$ cat src/rtl/cpu_store_buffer_pkg.sv
// Shared types and constants for the CPU store buffer.
package cpu_store_buffer_pkg;

  localparam int unsigned ADDR_W = 32;
  localparam int unsigned DATA_W = 32;
  localparam int unsigned STRB_W = 4;

  localparam logic [STRB_W-1:0] FULL_STRB = 4'b1111;

  localparam logic [1:0] ST_IDLE  = 2'd0;
  localparam logic [1:0] ST_WRITE = 2'd1;
  localparam logic [1:0] ST_READ  = 2'd2;
  localparam logic [1:0] ST_RESP  = 2'd3;

  typedef enum logic [1:0] {
    IDLE  = ST_IDLE,
    WRITE = ST_WRITE,
    READ  = ST_READ,
    RESP  = ST_RESP
  } state_t;

  typedef struct packed {
    logic [ADDR_W-1:0] addr;
    logic [DATA_W-1:0] wdata;
    logic [STRB_W-1:0] wstrb;
  } entry_t;

endpackage

$ cat src/rtl/cpu_store_buffer_if.sv
// CPU data port plus req/ack system bus seen by the store buffer.
interface cpu_store_buffer_if;
  import cpu_store_buffer_pkg::*;

  logic [ADDR_W-1:0] cpu_addr;
  logic [DATA_W-1:0] cpu_wdata;
  logic [STRB_W-1:0] cpu_wenable;
  logic              cpu_read;
  logic [DATA_W-1:0] cpu_rdata;
  logic              cpu_stall;
  logic              bus_req;
  logic              bus_we;
  logic [ADDR_W-1:0] bus_addr;
  logic [DATA_W-1:0] bus_wdata;
  logic [STRB_W-1:0] bus_wstrb;
  logic              bus_ack;
  logic [DATA_W-1:0] bus_rdata;

  // Store buffer side
  modport slave (
    input  cpu_addr, cpu_wdata, cpu_wenable, cpu_read, bus_ack, bus_rdata,
    output cpu_rdata, cpu_stall, bus_req, bus_we, bus_addr, bus_wdata, bus_wstrb
  );

  // CPU / bus-agent side
  modport master (
    output cpu_addr, cpu_wdata, cpu_wenable, cpu_read, bus_ack, bus_rdata,
    input  cpu_rdata, cpu_stall, bus_req, bus_we, bus_addr, bus_wdata, bus_wstrb
  );

endinterface

$ cat src/rtl/store_fifo.sv
// Circular store queue; with STORE_BUF_FWD_EN defined it also exposes a
// word-address search used for store-to-load forwarding.
module store_fifo
  import cpu_store_buffer_pkg::*;
#(
  parameter int unsigned DEPTH = 4
) (
  input  logic                   clk,
  input  logic                   rst,
  input  logic                   push,
  input  entry_t                 push_entry,
  input  logic                   pop,
  output logic [$clog2(DEPTH):0] count,
  output entry_t                 head,
  output entry_t                 second
`ifdef STORE_BUF_FWD_EN
  ,
  input  logic [ADDR_W-3:0]      search_word,
  output logic                   fwd_hit,
  output logic [DATA_W-1:0]      fwd_data
`endif
);

  localparam int unsigned PTR_W = $clog2(DEPTH);
  localparam int unsigned CNT_W = PTR_W + 1;

  entry_t           mem [DEPTH];
  logic [PTR_W-1:0] wr_ptr;
  logic [PTR_W-1:0] rd_ptr;

  // Pointer and occupancy bookkeeping; pointers wrap naturally at DEPTH.
  always_ff @(posedge clk or posedge rst) begin
    if (rst) begin
      wr_ptr <= '0;
      rd_ptr <= '0;
      count  <= '0;
    end else begin
      if (push) wr_ptr <= wr_ptr + PTR_W'(1);
      if (pop)  rd_ptr <= rd_ptr + PTR_W'(1);
      case ({push, pop})
        2'b10:   count <= count + CNT_W'(1);
        2'b01:   count <= count - CNT_W'(1);
        default: count <= count;
      endcase
    end
  end

  // Entry storage; contents are don't-care until written.
  always_ff @(posedge clk) begin
    if (push) mem[wr_ptr] <= push_entry;
  end

  assign head   = mem[rd_ptr];
  assign second = mem[rd_ptr + PTR_W'(1)];

`ifdef STORE_BUF_FWD_EN
  logic             found;
  logic             partial;
  logic [PTR_W-1:0] idx;

  // Walk oldest to youngest so the last match seen is the youngest one.
  always_comb begin
    found    = 1'b0;
    partial  = 1'b0;
    fwd_data = '0;
    idx      = '0;
    for (int i = 0; i < DEPTH; i++) begin
      idx = rd_ptr + PTR_W'(i);
      if ((CNT_W'(i) < count) && (mem[idx].addr[ADDR_W-1:2] == search_word)) begin
        found    = 1'b1;
        fwd_data = mem[idx].wdata;
        if (mem[idx].wstrb != FULL_STRB) partial = 1'b1;
      end
    end
  end

  // Any partial overlap forces the drain-then-read path.
  assign fwd_hit = found && !partial;
`endif

endmodule

$ cat src/rtl/cpu_store_buffer.sv
// Store buffer between the CPU memory stage and a req/ack data bus.
// Stores are queued and drained in the background; loads wait for the
// queue to drain. Optional macro STORE_BUF_FWD_EN adds full-word
// store-to-load forwarding from the queue.
module cpu_store_buffer
  import cpu_store_buffer_pkg::*;
#(
  parameter int unsigned DEPTH = 4
) (
  input  logic               clk,
  input  logic               rst,
  cpu_store_buffer_if.slave  sb
);

  localparam int unsigned CNT_W = $clog2(DEPTH) + 1;

  state_t            state;
  logic [CNT_W-1:0]  count;
  entry_t            head;
  entry_t            second;
  entry_t            push_entry;
  entry_t            next_entry;
  logic              store;
  logic              full;
  logic              pop;
  logic              push;
  logic              more_after_pop;
  logic              fwd_hit;
  logic [DATA_W-1:0] rdata_q;

  assign store      = (sb.cpu_wenable != '0);
  assign full       = (count == CNT_W'(DEPTH));
  assign pop        = (state == WRITE) && sb.bus_ack;
  assign push       = store && (!full || pop);
  assign push_entry = '{addr: sb.cpu_addr, wdata: sb.cpu_wdata, wstrb: sb.cpu_wenable};

  // Entry to present after a pop: the next queued one, or the store being
  // pushed this very edge when the queue held only the popped entry.
  assign more_after_pop = (count > CNT_W'(1)) || push;
  assign next_entry     = (count > CNT_W'(1)) ? second : push_entry;

`ifdef STORE_BUF_FWD_EN
  logic              fifo_hit;
  logic [DATA_W-1:0] fwd_data;
`endif

  store_fifo #(
    .DEPTH (DEPTH)
  ) u_fifo (
    .clk        (clk),
    .rst        (rst),
    .push       (push),
    .push_entry (push_entry),
    .pop        (pop),
    .count      (count),
    .head       (head),
    .second     (second)
`ifdef STORE_BUF_FWD_EN
    ,
    .search_word (sb.cpu_addr[ADDR_W-1:2]),
    .fwd_hit     (fifo_hit),
    .fwd_data    (fwd_data)
`endif
  );

`ifdef STORE_BUF_FWD_EN
  assign fwd_hit      = sb.cpu_read && !store && fifo_hit;
  assign sb.cpu_rdata = fwd_hit ? fwd_data : rdata_q;
`else
  assign fwd_hit      = 1'b0;
  assign sb.cpu_rdata = rdata_q;
`endif

  // Hold the CPU on a full queue (unless a pop frees a slot) or a pending load.
  assign sb.cpu_stall = (store && full && !pop) ||
                        (sb.cpu_read && (state != RESP) && !fwd_hit);

  // Bus sequencer: drain stores first, then issue at most one load.
  always_ff @(posedge clk or posedge rst) begin
    if (rst) begin
      state        <= IDLE;
      sb.bus_req   <= 1'b0;
      sb.bus_we    <= 1'b0;
      sb.bus_addr  <= '0;
      sb.bus_wdata <= '0;
      sb.bus_wstrb <= '0;
      rdata_q      <= '0;
    end else begin
      case (state)
        IDLE: begin
          if (count != '0) begin
            state        <= WRITE;
            sb.bus_req   <= 1'b1;
            sb.bus_we    <= 1'b1;
            sb.bus_addr  <= head.addr;
            sb.bus_wdata <= head.wdata;
            sb.bus_wstrb <= head.wstrb;
          end else if (sb.cpu_read && !store) begin
            state        <= READ;
            sb.bus_req   <= 1'b1;
            sb.bus_we    <= 1'b0;
            sb.bus_addr  <= sb.cpu_addr;
            sb.bus_wdata <= '0;
            sb.bus_wstrb <= '0;
          end
        end
        WRITE: begin
          if (sb.bus_ack) begin
            if (more_after_pop) begin
              sb.bus_addr  <= next_entry.addr;
              sb.bus_wdata <= next_entry.wdata;
              sb.bus_wstrb <= next_entry.wstrb;
            end else begin
              state      <= IDLE;
              sb.bus_req <= 1'b0;
              sb.bus_we  <= 1'b0;
            end
          end
        end
        READ: begin
          if (sb.bus_ack) begin
            state      <= RESP;
            sb.bus_req <= 1'b0;
            rdata_q    <= sb.bus_rdata;
          end
        end
        RESP: begin
          state <= IDLE;
        end
        default: begin
          state      <= IDLE;
          sb.bus_req <= 1'b0;
        end
      endcase
    end
  end

endmodule

$ cat src/flat_wrapper.sv
// flat-port wrapper written by rule: the top's interface ports become plain ports
module cpu_store_buffer_flat import cpu_store_buffer_pkg::*;
#(
  parameter int unsigned DEPTH = 4
)
  (clk, rst, sb_cpu_addr, sb_cpu_wdata, sb_cpu_wenable, sb_cpu_read, sb_bus_ack, sb_bus_rdata, sb_cpu_rdata, sb_cpu_stall, sb_bus_req, sb_bus_we, sb_bus_addr, sb_bus_wdata, sb_bus_wstrb);
  cpu_store_buffer_if sb_i ();
  input  logic clk;
  input  logic rst;
  input wire logic [$bits(sb_i.cpu_addr)-1:0] sb_cpu_addr;
  input wire logic [$bits(sb_i.cpu_wdata)-1:0] sb_cpu_wdata;
  input wire logic [$bits(sb_i.cpu_wenable)-1:0] sb_cpu_wenable;
  input wire logic [$bits(sb_i.cpu_read)-1:0] sb_cpu_read;
  input wire logic [$bits(sb_i.bus_ack)-1:0] sb_bus_ack;
  input wire logic [$bits(sb_i.bus_rdata)-1:0] sb_bus_rdata;
  output wire logic [$bits(sb_i.cpu_rdata)-1:0] sb_cpu_rdata;
  output wire logic [$bits(sb_i.cpu_stall)-1:0] sb_cpu_stall;
  output wire logic [$bits(sb_i.bus_req)-1:0] sb_bus_req;
  output wire logic [$bits(sb_i.bus_we)-1:0] sb_bus_we;
  output wire logic [$bits(sb_i.bus_addr)-1:0] sb_bus_addr;
  output wire logic [$bits(sb_i.bus_wdata)-1:0] sb_bus_wdata;
  output wire logic [$bits(sb_i.bus_wstrb)-1:0] sb_bus_wstrb;
  assign sb_i.cpu_addr = sb_cpu_addr;
  assign sb_i.cpu_wdata = sb_cpu_wdata;
  assign sb_i.cpu_wenable = sb_cpu_wenable;
  assign sb_i.cpu_read = sb_cpu_read;
  assign sb_i.bus_ack = sb_bus_ack;
  assign sb_i.bus_rdata = sb_bus_rdata;
  assign sb_cpu_rdata = sb_i.cpu_rdata;
  assign sb_cpu_stall = sb_i.cpu_stall;
  assign sb_bus_req = sb_i.bus_req;
  assign sb_bus_we = sb_i.bus_we;
  assign sb_bus_addr = sb_i.bus_addr;
  assign sb_bus_wdata = sb_i.bus_wdata;
  assign sb_bus_wstrb = sb_i.bus_wstrb;
  cpu_store_buffer #(.DEPTH(DEPTH)) u_core (.clk(clk), .rst(rst), .sb(sb_i));
endmodule
$ cat config.mk
export PLATFORM = sky130hd
export DESIGN_NAME = cpu_store_buffer_flat
export DESIGN_NICKNAME = d
export VERILOG_FILES = /design/src/rtl/cpu_store_buffer_pkg.sv /design/src/rtl/cpu_store_buffer_if.sv /design/src/rtl/store_fifo.sv /design/src/rtl/cpu_store_buffer.sv /design/src/flat_wrapper.sv
export SDC_FILE = /design/constraint.sdc
export NUM_CORES = 1
export LEC_CHECK = 0
export CAP_MARGIN = 10
export CORE_ASPECT_RATIO = 1.75
export CORE_MARGIN = 5
export CORE_UTILIZATION = 55
export CTS_CLUSTER_SIZE = 25
export DETAILED_ROUTE_END_ITERATION = 16
export PLACE_DENSITY_LB_ADDON = 0.25
export SLEW_MARGIN = 20
export SYNTH_ARGS = -nofsm -noshare
export SYNTH_HDL_FRONTEND = slang
export SYNTH_SLANG_ARGS = --single-unit
export TNS_END_PERCENT = 100
$ cat constraint.sdc
create_clock -name clk -period 5.1 [get_ports clk]
set_input_delay 1.02 -clock clk [delete_from_list [all_inputs] [get_ports clk]]
set_output_delay 1.02 -clock clk [all_outputs]
set_load 0.005 [all_outputs]
* Word-level counts from Yosys, hierarchy flattened
Memory sizes are Yosys's and may differ from the RTL's.
Index checks and enable logic that the tools add are counted.
** Storage, ports and cells
- Flip-flop bits (word level) :: 111
- Memory bits (writable) :: 272
- Bits of input ports :: 104
- Output and inout port bits :: 103
- Word-level logic and storage cells :: 85
- Memories :: 1
** Operators by class
- Add/subtract/negate cells :: 4
- Magnitude comparators :: 1
- Eq/ne operators :: 12
- Muxes and demuxes :: 34
- Reduce and logical (&&, ||, !) cells :: 23
** Memories
- u_core.u_fifo.mem :: depth 4, width 68, rd ports 2, clocked after memory_dff 0, wr ports 1, RTL line store_fifo.sv:27 : entry_t mem [DEPTH];
** Operators with widths (number)
- two-way mux 32 bit :: 8
- case mux 32 bit (2 select lines) :: 2
- two-way mux 68 bit :: 1
- two-way mux 4 bit :: 4
- AND reduction 4 bit :: 3
- two-way mux 2 bit :: 5
- two-way mux 1 bit :: 9
- != test 2 bit (second input constant) :: 4
- case mux 2 bit (4 select lines) :: 1
- case mux 4 bit (2 select lines) :: 1
- == test 2 bit (second input constant) :: 3
- logical AND 1 bit :: 6
- case mux 3 bit (2 select lines) :: 1
- nonzero test 3 bit :: 2
- AND reduction 5 bit :: 1
- adder 2 x 1 -> 2 bit (second input constant) :: 2
- == test 2 x 1 -> 1 bit (second input constant) :: 2
- nonzero test 2 bit :: 2
- nonzero test 4 bit :: 1
- adder 3 x 1 -> 3 bit (second input constant) :: 1
- == test 3 bit (second input constant) :: 1
- greater-than comparator 3 x 1 -> 1 bit (second input constant) :: 1
- logical NOT 1 bit :: 3
- logical OR 1 bit :: 3
- other kinds (7) :: 7

* Longest topological paths before layout
- Depth after elaboration :: 8
- Depth in mapped cells :: 9
- Mapped depth without buffers :: 6

* Hierarchy
From an unflattened synthesis, not the netlist that was laid out.
** Second synthesis, totals
- Cells, all modules :: 998
- Area, all modules :: 17737.0 sq um
** By module, submodules not included
- store_fifo :: times used 1, cells an instance 473, area an instance 11877.6 sq um, sequential area each 8343.0 sq um
- cpu_store_buffer :: times used 1, cells an instance 525, area an instance 5859.4 sq um, sequential area each 2602.5 sq um

* Least setup slack after synthesis
Ideal clock, no wire load.
- Path kind :: in2reg
- Start :: input sb_bus_ack
- End :: memory u_core.u_fifo.mem[0][0] in the netlist's numbering, enable pin
- Setup time :: 0.433 ns
- Arrival :: 3.199 ns
- Setup slack :: 1.467 ns
- Stages on the path :: 3
- Cell sequence :: nand2_1 -> a31oi_1 -> and2_1
** On the way
- Cells in the longest elaborated chain, start to end :: 5
** RTL lines
- start, declared :: RTL line flat_wrapper.sv:14 : input wire logic [$bits(sb_i.bus_ack)-1:0] sb_bus_ack;
- logical AND 1 bit :: RTL line cpu_store_buffer.sv:33 : assign pop = (state == WRITE) && sb.bus_ack;
- logical OR 1 bit :: RTL line cpu_store_buffer.sv:34 : assign push = store && (!full || pop);
- logical AND 1 bit :: RTL line cpu_store_buffer.sv:34
- two-way mux 1 bit :: RTL line store_fifo.sv:50 : if (push) mem[wr_ptr] <= push_entry;
- two-way mux 1 bit (implied by the code) :: RTL line store_fifo.sv:50
- end, declared :: RTL line store_fifo.sv:27
No other way between the ends.

* Worst setup path in the final report
- Start :: input sb_cpu_wenable[2]
- End :: output sb_cpu_stall
** On the way
- Cells in the longest elaborated chain, start to end :: 4
** RTL lines
- start, declared :: RTL line flat_wrapper.sv:12 : input wire logic [$bits(sb_i.cpu_wenable)-1:0] sb_cpu_wenable;
- nonzero test 4 bit :: RTL line cpu_store_buffer.sv:31 : assign store = (sb.cpu_wenable != '0);
- logical AND 1 bit (2 in a row) :: RTL line cpu_store_buffer.sv:75 : assign sb.cpu_stall = (store && full && !pop) ||
- logical OR 1 bit :: RTL line cpu_store_buffer.sv:75
- end, declared :: RTL line flat_wrapper.sv:17 : output wire logic [$bits(sb_i.cpu_stall)-1:0] sb_cpu_stall;
No other way between the ends.

==> impl_metrics.tcl <==
set metrics [dict create \
    status "finished clean" \
    hold_class "reg -> reg" \
    ff2ff_path_depth 6 \
    cts_made_buffers 36 \
    yosys_warnings 0 \
    post-route-min-period_ns 4.13 \
    ys_top_cells_by_count "edfxtp_1, mux4_2, dfrtp_1, o21ai_0, nand2_1" \
    min_to "u_core.sb.cpu_rdata[16]" \
    path_class "in -> out" \
    start_util_pct 55.4 \
    post-synth-top-count-cell "edfxtp_1" \
    p_leak_nw 7.53 \
    clock-root-buffer "clkbuf_16" \
    htreeDepth 2 \
    worst-path-max-fanout 8 \
    ys_seq_elements 383 \
    yosysTopAreaCellShare_pct 45.0 \
    multi_input_area_sq_um 6540 \
    finalWirelength_um 45000 \
    fill_cells 2382 \
    synth_top_family_by_area "multiplexers" \
    synth_flop_cell "edfxtp_1" \
    insertion_delay_ns 0.53 \
    ys_async_sr_fraction_pct 29.0 \
    vias 11600 \
    min_from "u_core.sb.cpu_rdata[16]" \
    crit_path_start_kind "primary input" \
    worstHoldPathCells 1 \
    portBuffers 206 \
    r2r_end "u_core.u_fifo.mem[3][10]" \
    cts.clk_slew.worst_paths_ns 0.06 \
    setup_viol 0 \
    syn_area_per_cell_sq_um 15.4 \
    fmax_mhz 242 \
    wl_per_cell_um 25.5 \
    holdWs_ns 0.501 \
    grt_max_degree 93 \
    cts_tree "built" \
    synth_fp_nets 1295 \
    reg2reg_from "u_core.state[1]" \
    hpwl_um 26500 \
    area.growth.synth_to_final_pct 18.2 \
    grt-ovfl-total 0 \
    die_w_um 147 \
    yosysTopAreaCell "edfxtp_1" \
    place_ws_ns 1.01 \
    yosys.area_share.xor_xnor_pct 0.193 \
    fp.coreArea_sq_um 32800 \
    first_pass_iters 5 \
    rsz0062_at_grt "false" \
    cellPowerDensity_nw_per_um2 694 \
    first_iter_violations 825 \
    die_h_um 250 \
    required_ns 4.08 \
    slew_viol_final 0 \
    antenna_found_initial 0 \
    synthCells 1179 \
    ys_seq_area_share_pct 60.2 \
    fin_skew_ns 0.0129 \
    hold_viol 0 \
    synth_compound_area_share_pct 11.6 \
    seq_area_sq_um 11000 \
    final.setup.worst_slack_ns 0.973 \
    num_rows 88 \
    yosys.area_share.adder_pct 0.826 \
    synth_area_leaders "edfxtp_1, mux4_2, dfrtp_1" \
    fin_setup_tns_ns 0 \
    drive_gt1_share_pct 20.4 \
    drc 0 \
    grt_pass1_vias 12300 \
    clk_path_buf_depth 3 \
    muxShareOfSynthArea_pct 19.0 \
    finalCritPeriodShare_pct 80.9 \
    ir_drop_v 0.000410 \
    reg2reg_slack_ns 1.57 \
    die-area_sq_um 36900 \
    diodes 0 \
    syn_area_sq_um 18200 \
    io_pins 207 \
    viasPerCell 6.58 \
    maxCapViolations 0 \
    worst-slew-pin-transition_ns 1.11 \
    synth_edf_count 272 \
    cp-end-kind "output port" \
    postRouteAntennaNets 0 \
    cts_sinks 383 \
    cts_resized 0 \
    yosysUniqueCellTypes 50 \
    track_usage_pct 24.6 \
    nNetsFinal 1451 \
    max_slew_margin_pct 25.7 \
    ctsHoldBuffers 0 \
    synthSimpleGateAreaFrac_pct 4.05 \
    post_cts_buffers 0 \
    gp_congestion 0.799 \
    crit_arrival_ns 3.11 \
    grt_pass1_wl_um 70700 \
]
## registers in the layout (all words and copies together), names as in the netlist
signal                cells
u_core.u_fifo.mem       272
u_core.sb.bus_addr       32
u_core.sb.bus_wdata      32
u_core.sb.cpu_rdata      32
u_core.sb.bus_wstrb       4
u_core.u_fifo.count       3
u_core.state              2
u_core.u_fifo.rd_ptr      2
u_core.u_fifo.wr_ptr      2
u_core.sb.bus_req         1
u_core.sb.bus_we          1
## layout by cell type (no fill, tap or decap), types with 6 or more instances in the layout
| cell type | count |
|---|---|
| clkbuf_1 | 6 |
| a22o_1 | 13 |
| o211ai_1 | 33 |
| ha_1 | 11 |
| mux2_2 | 34 |
| buf_4 | 15 |
| nor3b_1 | 36 |
| o21a_1 | 36 |
| mux4_2 | 136 |
| dfrtp_1 | 108 |
| a31oi_1 | 37 |
| a211oi_1 | 33 |
| nand2_1 | 74 |
| o21ai_0 | 75 |
| a21oi_1 | 70 |
| clkbuf_16 | 37 |
| edfxtp_1 | 272 |
| a22o_2 | 19 |
| clkinv_2 | 10 |
| clkinv_1 | 7 |
| clkdlybuf4s50_1 | 206 |
| inv_1 | 41 |
## through the flow
step | std cells | total power [mW] | util (%) | instance area [sq um]
after detailed placement | 1702 | 12.4 | 62.1 | 20400
after floorplan | 1179 | 10.1 | - | 18200
after global placement | 1702 | 12.2 | 62.1 | 20400
after global routing | 1765 | 15.8 | 65.5 | 21500
final | 1765 | 14.9 | 65.5 | 21500
after CTS | 1765 | 15.0 | 65.5 | 21500
## metal layers
metal | part of all wire (%) | wire (um) | track usage (%) | vias to the layer above
met5 | 0 | 0 | 0 | -
met4 | 3.5 | 1590 | 9.44 | 0
met3 | 7.5 | 3390 | 4.11 | 109
met2 | 54 | 24400 | 44.9 | 612
met1 | 35 | 15600 | 29.0 | 5884
li1 | - | - | - | 5015
## layout make-up
| type | instances | share of cell area, % |
|---|---|---|
| Clock buffer | 44 | 4.48 |
| Inverter | 42 | 0.757 |
| Sequential cell | 383 | 51.0 |
| Clock inverter | 19 | 0.635 |
| Multi-Input combinational cell | 648 | 30.4 |
| Tap cell | 405 | 2.36 |
| Timing Repair Buffer | 224 | 10.4 |
## report_power, final
group | switching [mW] | leakage, nW | internal [mW]
clock network | 1.10 | 0.549 | 1.44
logic | 3.47 | 3.12 | 3.38
registers | 0.782 | 3.87 | 4.74
## cell families (layout without fill, tap and decap cells)
kind of cell | after synthesis | in the layout
flops | 383 | 383
compound gates | 325 | 325
mux | 171 | 171
buf+inv | 148 | 329
simple gates | 136 | 136
fa+ha+maj | 12 | 12
xor+xnor | 4 | 4
## worst max path at each step
stage | startpoint | to | depth (start not counted)
global route | sb_cpu_wenable[2] | sb_cpu_stall | 5
detailed placement | sb_cpu_wenable[2] | sb_cpu_stall | 5
finish | sb_cpu_wenable[2] | sb_cpu_stall | 5
global placement | sb_cpu_wenable[2] | sb_cpu_stall | 5
CTS | sb_cpu_wenable[2] | sb_cpu_stall | 5
floorplan | rst | u_core.sb.bus_addr[0] | 1
## critical path, cell delays in order
cell,delay (ns)
clkdlybuf4s50_1,0.51
or4_1,0.79
nand2_1,0.20
o22ai_1,0.09
clkdlybuf4s50_1,0.50
Power figures use the tool's default switching activity.
